--- config.mk ---
export PLATFORM = sky130hd
export DESIGN_NAME = byte_mem_word_port
export DESIGN_NICKNAME = d
export VERILOG_FILES = /design/src/rtl/byte_mem_word_port_pkg.sv /design/src/rtl/byte_mem_word_port_ram.sv /design/src/rtl/byte_mem_word_port.sv
export SDC_FILE = /design/constraint.sdc
export NUM_CORES = 2
export LEC_CHECK = 0
export ABC_AREA = 1
export CAP_MARGIN = 0
export CELL_PAD_IN_SITES_DETAIL_PLACEMENT = 0
export CELL_PAD_IN_SITES_GLOBAL_PLACEMENT = 1
export CORE_UTILIZATION = 40
export CTS_CLUSTER_DIAMETER = 200
export CTS_CLUSTER_SIZE = 24
export DETAILED_ROUTE_END_ITERATION = 8
export PLACE_DENSITY_LB_ADDON = 0.1
export RECOVER_POWER = 50
export SYNTH_ARGS = -nofsm -noshare
export SYNTH_HDL_FRONTEND = slang
export SYNTH_SLANG_ARGS = --single-unit
--- constraint.sdc ---
create_clock -name clk_i -period 12.7 [get_ports clk_i]
set_input_delay 3.175 -clock clk_i [delete_from_list [all_inputs] [get_ports clk_i]]
set_output_delay 3.175 -clock clk_i [all_outputs]
set_load 0.02 [all_outputs]
--- src/rtl/byte_mem_word_port_pkg.sv ---
// Shared definitions for the byte-organised memory word port: FSM encoding and byte-lane mapping.
package byte_mem_word_port_pkg;

  typedef enum logic [1:0] {
    StIdle,
    StXfer,
    StResp
  } state_e;

  // Word byte lane that holds the i-th byte in address order.
  function automatic int unsigned lane(input int unsigned i, input int unsigned word_bytes,
                                       input bit big_endian);
    return big_endian ? (word_bytes - 1 - i) : i;
  endfunction

endpackage

--- src/rtl/byte_mem_word_port_ram.sv ---
// DEPTH x 8 byte storage: synchronous write, combinational read, contents not reset.
module byte_mem_word_port_ram #(
  parameter int unsigned DEPTH  = 256,
  parameter int unsigned AW     = 8
) (
  input  logic          clk_i,
  input  logic          we_i,
  input  logic [AW-1:0] addr_i,
  input  logic [7:0]    wdata_i,
  output logic [7:0]    rdata_o
);

  logic [7:0] mem_q [DEPTH];

  always_ff @(posedge clk_i) begin
    if (we_i) begin
      mem_q[addr_i] <= wdata_i;
    end
  end

  assign rdata_o = mem_q[addr_i];

endmodule

--- src/rtl/byte_mem_word_port.sv ---
// Word-wide valid/ready port onto byte storage; moves one byte per cycle, reports range errors.
module byte_mem_word_port
  import byte_mem_word_port_pkg::*;
#(
  parameter int unsigned ADDR_W     = 27,
  parameter int unsigned DEPTH      = 256,
  parameter int unsigned WORD_BYTES = 4,
  parameter bit          BIG_ENDIAN = 1'b1,
  localparam int unsigned WORD_W    = 8 * WORD_BYTES
) (
  input  logic              clk_i,
  input  logic              rst_ni,
  input  logic              req_valid_i,
  output logic              req_ready_o,
  input  logic              req_we_i,
  input  logic [ADDR_W-1:0] req_addr_i,
  input  logic [WORD_W-1:0] req_wdata_i,
  output logic              rsp_valid_o,
  input  logic              rsp_ready_i,
  output logic [WORD_W-1:0] rsp_rdata_o,
  output logic              rsp_err_o
);

  localparam int unsigned RamAw = $clog2(DEPTH);
  localparam int unsigned CntW  = $clog2(WORD_BYTES) + 1;
  localparam int unsigned LaneW = $clog2(WORD_BYTES);

  state_e            state_q;
  logic              req_ready_q;
  logic              rsp_valid_q;
  logic [WORD_W-1:0] rsp_rdata_q;
  logic              rsp_err_q;
  logic [CntW-1:0]   cnt_q;
  logic              we_q;
  logic [RamAw-1:0]  addr_q;
  logic [WORD_W-1:0] wdata_q;
  logic [WORD_W-1:0] asm_q, asm_d;

  logic [ADDR_W:0]   req_end;
  logic              range_err;
  logic [LaneW-1:0]  lane_sel;
  logic              last_byte;
  logic              ram_we;
  logic [RamAw-1:0]  ram_addr;
  logic [7:0]        ram_wdata;
  logic [7:0]        ram_rdata;

  // One extra bit so that addresses near the top of the address space cannot wrap.
  always_comb begin
    req_end   = {1'b0, req_addr_i} + (ADDR_W + 1)'(WORD_BYTES);
    range_err = req_end > (ADDR_W + 1)'(DEPTH);
  end

  always_comb begin
    lane_sel  = LaneW'(lane(32'(cnt_q), WORD_BYTES, BIG_ENDIAN));
    last_byte = cnt_q == CntW'(WORD_BYTES - 1);
    ram_addr  = addr_q + RamAw'(cnt_q);
    ram_we    = (state_q == StXfer) && we_q;
    ram_wdata = wdata_q[{lane_sel, 3'b000} +: 8];
    asm_d     = asm_q;
    if ((state_q == StXfer) && !we_q) begin
      asm_d[{lane_sel, 3'b000} +: 8] = ram_rdata;
    end
  end

  byte_mem_word_port_ram #(
    .DEPTH (DEPTH),
    .AW    (RamAw)
  ) u_ram (
    .clk_i   (clk_i),
    .we_i    (ram_we),
    .addr_i  (ram_addr),
    .wdata_i (ram_wdata),
    .rdata_o (ram_rdata)
  );

  always_ff @(posedge clk_i or negedge rst_ni) begin
    if (!rst_ni) begin
      state_q     <= StIdle;
      req_ready_q <= 1'b1;
      rsp_valid_q <= 1'b0;
      rsp_rdata_q <= '0;
      rsp_err_q   <= 1'b0;
      cnt_q       <= '0;
      we_q        <= 1'b0;
      addr_q      <= '0;
      wdata_q     <= '0;
      asm_q       <= '0;
    end else begin
      unique case (state_q)
        StIdle: begin
          if (req_valid_i) begin
            we_q        <= req_we_i;
            addr_q      <= req_addr_i[RamAw-1:0];
            wdata_q     <= req_wdata_i;
            asm_q       <= '0;
            cnt_q       <= '0;
            req_ready_q <= 1'b0;
            if (range_err) begin
              state_q     <= StResp;
              rsp_valid_q <= 1'b1;
              rsp_err_q   <= 1'b1;
              rsp_rdata_q <= '0;
            end else begin
              state_q <= StXfer;
            end
          end
        end
        StXfer: begin
          asm_q <= asm_d;
          if (last_byte) begin
            state_q     <= StResp;
            cnt_q       <= '0;
            rsp_valid_q <= 1'b1;
            rsp_err_q   <= 1'b0;
            rsp_rdata_q <= we_q ? '0 : asm_d;
          end else begin
            cnt_q <= cnt_q + 1'b1;
          end
        end
        StResp: begin
          if (rsp_ready_i) begin
            state_q     <= StIdle;
            req_ready_q <= 1'b1;
            rsp_valid_q <= 1'b0;
            rsp_err_q   <= 1'b0;
            rsp_rdata_q <= '0;
          end
        end
        default: begin
          state_q     <= StIdle;
          req_ready_q <= 1'b1;
          rsp_valid_q <= 1'b0;
        end
      endcase
    end
  end

  assign req_ready_o = req_ready_q;
  assign rsp_valid_o = rsp_valid_q;
  assign rsp_rdata_o = rsp_rdata_q;
  assign rsp_err_o   = rsp_err_q;

endmodule

======== Word-level counts from Yosys, hierarchy flattened ========
Memory sizes are Yosys's and may differ from the RTL's.
Index checks and enable logic that the tools add are counted.
storage, ports and cells
  memories ................................ 1
  flip-flop bits (word level) ............. 113
  RAM bits ................................ 2048
  logic and storage cells ................. 70
  output and inout port bits .............. 35
memories
  memory       words  width  read ports  clocked after memory_dff  write ports  RTL line                      RTL
  u_ram.mem_q  256    8      1           0                         1            byte_mem_word_port_ram.sv:13  logic [7:0] mem_q [DEPTH];
cells by class
  equal/unequal tests ..................... 7
  bitwise logic cells ..................... 1
  order comparisons ....................... 1
  muxes and demuxes ....................... 30
  shift operators ......................... 3
  reduce and logical (&&, ||, !) cells .... 12
  add/sub/neg operators ................... 5
operators with widths
  kind                                                             number
  2-to-1 mux 32 bit                                                7
  one-hot mux 32 bit (3 select lines)                              1
  one-hot mux 32 bit (2 select lines)                              1
  bitwise mux 32 bit                                               1
  variable shift 8 x 7 -> 32 bit (first input constant)            1
  indexed part select 32 x 6 -> 8 bit                              1
  indexed part select 8 x 7 -> 32 bit                              1
  adder 27 x 3 -> 28 bit (second input constant)                   1
  greater-than comparator 28 x 9 -> 1 bit (second input constant)  1
  2-to-1 mux 1 bit                                                 9
  one-hot mux 1 bit (3 select lines)                               3
  adder 8 x 3 -> 8 bit                                             1
  2-to-1 mux 2 bit                                                 4
  != test 2 bit (second input constant)                            4
  negator 5 -> 7 bit                                               1
  2-to-1 mux 3 bit                                                 2
  one-hot mux 2 bit (3 select lines)                               1
  one-hot mux 3 bit (2 select lines)                               1
  AND reduction 3 bit                                              2
  AND reduction 5 bit                                              1
  AND reduction 2 bit                                              2
  AND reduction 4 bit                                              1
  adder 3 x 1 -> 3 bit (second input constant)                     1
  equality test 3 x 2 -> 1 bit (second input constant)             1
  other kinds (9)                                                  10

======== Longest topological paths before layout ========
  depth in word-level cells ............... 8
  mapped depth ............................ 21
  gate-level depth less buffers ........... 18

======== By module ========
A second synthesis with hierarchy kept.
unflattened totals
  cell total of the unflattened synthesis .. 8765
  area total of the unflattened synthesis .. 90800.8 µm²
by module, submodules not included
  module                  cells each  area an instance (µm²)  seq. area each (µm²)  instances
  byte_mem_word_port_ram  8013        84696.2                 61499.0               1
  byte_mem_word_port      752         6104.6                  2829.0                1

======== Least setup slack after synthesis ========
No wires, ideal clock.
  kind .................................... reg-to-reg
  start point ............................. register cnt_q[0]
  end point ............................... memory u_ram.mem_q[0][3] (data pin)
  clock period less this slack ............ 9641 ps
  buffers on the path ..................... 2
  data arrival time ....................... 8054 ps
  cell stages (with the launch flop) ...... 6
  setup slack ............................. 3059 ps
  path through ............................ dfrtp_1 clkbuf_1 clkinv_1 clkbuf_1 o21ai_0 o22ai_1
between the ends
  cells in the longest elaborated chain, start to end .. 2
RTL lines
  what                                 RTL line                      RTL
  start, declared                      byte_mem_word_port.sv:33      logic [CntW-1:0] cnt_q;
  start signal, assigned               byte_mem_word_port.sv:118     cnt_q <= cnt_q + 1'b1;
  subtractor 2 bit                     byte_mem_word_port_pkg.sv:13  return big_endian ? (word_bytes - 1 - i) : i;
  indexed part select 32 x 6 -> 8 bit  byte_mem_word_port.sv:59      ram_wdata = wdata_q[{lane_sel, 3'b000} +: 8];
  net ram_wdata[3]                     byte_mem_word_port.sv:45      logic [7:0] ram_wdata;
  end, declared                        byte_mem_word_port_ram.sv:13
The timed path passes the listed nets, and every way through them passes these cells.

======== Final worst setup path ========
  start point ............................. register cnt_q[0]
  end point ............................... memory u_ram.mem_q[47][7] (data pin)
Same word-level chain as after synthesis.

==> out/qor.csv <==
metric;value;unit
crit_required;12840;ps
synth_cells;8983;
holdWs;486;ps
ctsHtreeMaxLevel;3;
startpoint_type;register;
tritoncts;yes;
wl;271000;um
grt_util_met1;33.4;%
ctsHoldBuffers;0;
ys_types;38;
cts_setup_buffers;0;
grt.met3_usage;2.31;%
dr.pass1.iters;6;
tightestPinTransition;4370;ps
met2_usage;38.8;%
ys_seq_area_share;70.3;%
syn-num-nets;9059;
clock.fmax;0.112;GHz
drtIter0Drc;5295;
area_growth;7.32;%
relSlewSlack;-192;%
final_nets;8928;
rsz0062_at_grt;false;
numCtsBuffers;100;
die_h;480;um
post-route-period-util;70.4;%
port_buffers;98;
root_buffer;clkbuf_16;
clock-sinks;2161;
via_per_inst;5.01;
grt_pass1_vias;58100;
synth_seq_cells;2161;
cp-end-kind;register;
finalWeightedCongestion;0.805;
dpl.hpwl;156000;um
leakage;38.7;nW
timing.final.hold_violations;0;
cts_max_path_buffers;3;
max_cap_viol_count;22;
route.detailed.drc;0;
post_cts_resize_count;0;
initial_core_util;40.3;%
p_total;0.0254;W
violations;max-capacitance violations, max-slew violations;
drive_gt1_share;2.70;%
finalCriticalPeriod;8930;ps
grt_remaining_overflow;0;
grt_start_max_net_pins;167;
hp-class;reg -> reg;
die_w;480;um
grt_antenna_before_repair;14;
design.core.area;227000;um2
drv_slew;1274;
die_area;231000;um2
worst-path-max-fanout;66;
arrival;9070;ps
yosys_warnings;0;
crit_type;reg -> reg;
grt_pass1_wl;399000;um
avgSynthCellArea;10.2;um2
wl_per_cell;22.8;um
num_vias;59600;
rows;175;
setup_tns;0;ps
status;complete, but fails checks;
clk_pin_slew;110;ps
finClkSkew;42.4;ps
synthesis.area;91500;um2
ant_nets;0;
insertion_delay;810;ps
vdd_drop_max;0.342;mV
setup_viol;0;
top_usage_layer;met2;
grt_usage;23.4;%
io_pins;99;
power_density;259;nW/um2
nFillCells;21900;
[cell usage in the layout, fill, tap and decap left out, drive strengths merged]
| master | n |
|---|---|
| o21ai | 199 |
| o22ai | 11 |
| nor3 | 7 |
| dfrtp | 112 |
| nand2 | 2673 |
| or2 | 3 |
| xor2 | 8 |
| nand4 | 28 |
| buf | 79 |
| edfxtp | 2048 |
| o31ai | 1 |
| nor4 | 1 |
| fa | 1 |
| clkinv | 5 |
| inv | 629 |
| nor2 | 2363 |
| nand3 | 412 |
| clkbuf | 151 |
| dfstp | 1 |
| diode | 8 |
| dlygate4sd3 | 1 |
| a21boi | 1 |
| a21oi | 2 |
| clkdlybuf4s50 | 96 |
| o21bai | 41 |
| xnor2 | 3 |
| ha | 11 |
| o21a | 1 |
[worst paths after layout]
path	start	endpoint	slack, ps	cells after the start
setup / recovery	cnt_q[0]$_DFFE_PN0P_	u_ram.mem_q[47][7]$_DFFE_PP_	3770	6
hold / removal	wdata_q[14]$_DFFE_PN0P_	wdata_q[14]$_DFFE_PN0P_	490	2
setup reg to reg	cnt_q[0]$_DFFE_PN0P_	u_ram.mem_q[47][7]$_DFFE_PP_	3770	6
hold reg to reg	wdata_q[14]$_DFFE_PN0P_	wdata_q[14]$_DFFE_PN0P_	490	2
max in group asynchronous	rst_ni	wdata_q[29]$_DFFE_PN0P_	4800	2
min in group asynchronous	rst_ni	rsp_rdata_o[3]$_DFFE_PN0P_	3190	1
[per-layer routing]
metal  wire length (um)  vias to the layer above
met4               5350                        0
met1             125000                    29600
met2             129000                     1211
met5                  0                        -
met3              10900                      221
li1                   -                    28600
[through the flow]
stage / instances / area (um2) / utilization (%) / setup WS [ps]
3_5_place_dp: 11800 / 95500 / 42.0 / 5870
4_1_cts: 11900 / 98300 / 43.3 / 6210
2_1_floorplan: 8983 / 91500 / - / 3060
5_1_grt: 11900 / 98200 / 43.2 / 3260
3_3_place_gp: 11800 / 95500 / 42.0 / 5920
6_report: 11900 / 98200 / 43.2 / 3770
[worst max-delay path: stages (launching register included)]
cell,delay [ps]
dfrtp_1,670
clkinv_1,110
clkbuf_1,1380
o21ai_0,390
o22ai_4,210
clkbuf_1,2920
clkbuf_1,2390
[logic make-up (layout without fill, tap and decap cells)]
group                      count (synthesis)  in the layout  synth area share [%]
AOI/OAI and AO/OA                        256            256                  1.54
buffers and inverters                   1056            961                  4.65
xor gates and xnor gates                  11             11                 0.113
adders and majority gates                 12             12                 0.172
DFF                                     2161           2161                  70.3
other                                      0              8                     0
and+or+nand+nor                         5487           5487                  23.2
[cells in the mapped netlist]
library cell	number	share of area (%)
nor2_4	1	0.012
buf_1	40	0.16
or2_4	1	0.0096
or2_2	1	0.0068
inv_1	620	2.5
nor3_1	7	0.038
or2_0	1	0.0068
buf_2	165	0.90
a21boi_0	1	0.0082
clkinv_1	3	0.012
o22ai_1	11	0.075
nand3_4	1	0.019
ha_1	11	0.15
buf_6	2	0.025
nand4_1	28	0.19
fa_1	1	0.022
dfstp_2	1	0.029
xor2_2	1	0.018
buf_4	19	0.16
o31ai_1	1	0.0082
o21ai_0	154	0.84
nor2_1	2350	9.6
nand3_1	410	2.2
nand2_1	2672	11
nor2_2	12	0.082
nor4_1	1	0.0068
a21oi_1	2	0.011
nand3_2	1	0.011
edfxtp_1	2048	67
xor2_1	7	0.067
nand2_2	1	0.0068
clkbuf_1	200	0.82
o21bai_1	41	0.34
xnor2_1	3	0.029
inv_2	7	0.029
o21ai_1	45	0.25
o21a_1	1	0.0082
dfrtp_1	112	3.1
[sequential cells by signal (all words and copies together), names as in the netlist]
register     cells
rsp_rdata_o     32
rsp_err_o        1
wdata_q         32
addr_q           8
rsp_valid_o      1
req_ready_o      1
asm_q           32
state_q          2
cnt_q            3
u_ram.mem_q   2048
we_q             1
[report_power, final]
part	switching (W)	internal [W]	total (W)
combinational	0.00944	0.00252	0.0120
sequential	0.0000700	0.00964	0.00971
clock	0.00226	0.00151	0.00377
total	0.0118	0.0137	0.0254
[final cells by class]
| class | instances | area (um2) | area share (%) |
|---|---|---|---|
| Inverter | 630 | 2380 | 2.43 |
| Sequential cell | 2161 | 64300 | 65.5 |
| Timing Repair Buffer | 193 | 1790 | 1.82 |
| Clock inverter | 4 | 75.1 | 0.0764 |
| Tap cell | 3009 | 3760 | 3.83 |
| Clock buffer | 134 | 2720 | 2.76 |
| Antenna cell | 8 | 20.0 | 0.0204 |
| Multi-Input combinational cell | 5766 | 23100 | 23.6 |
No activity file was read; power rests on OpenSTA's default activity.
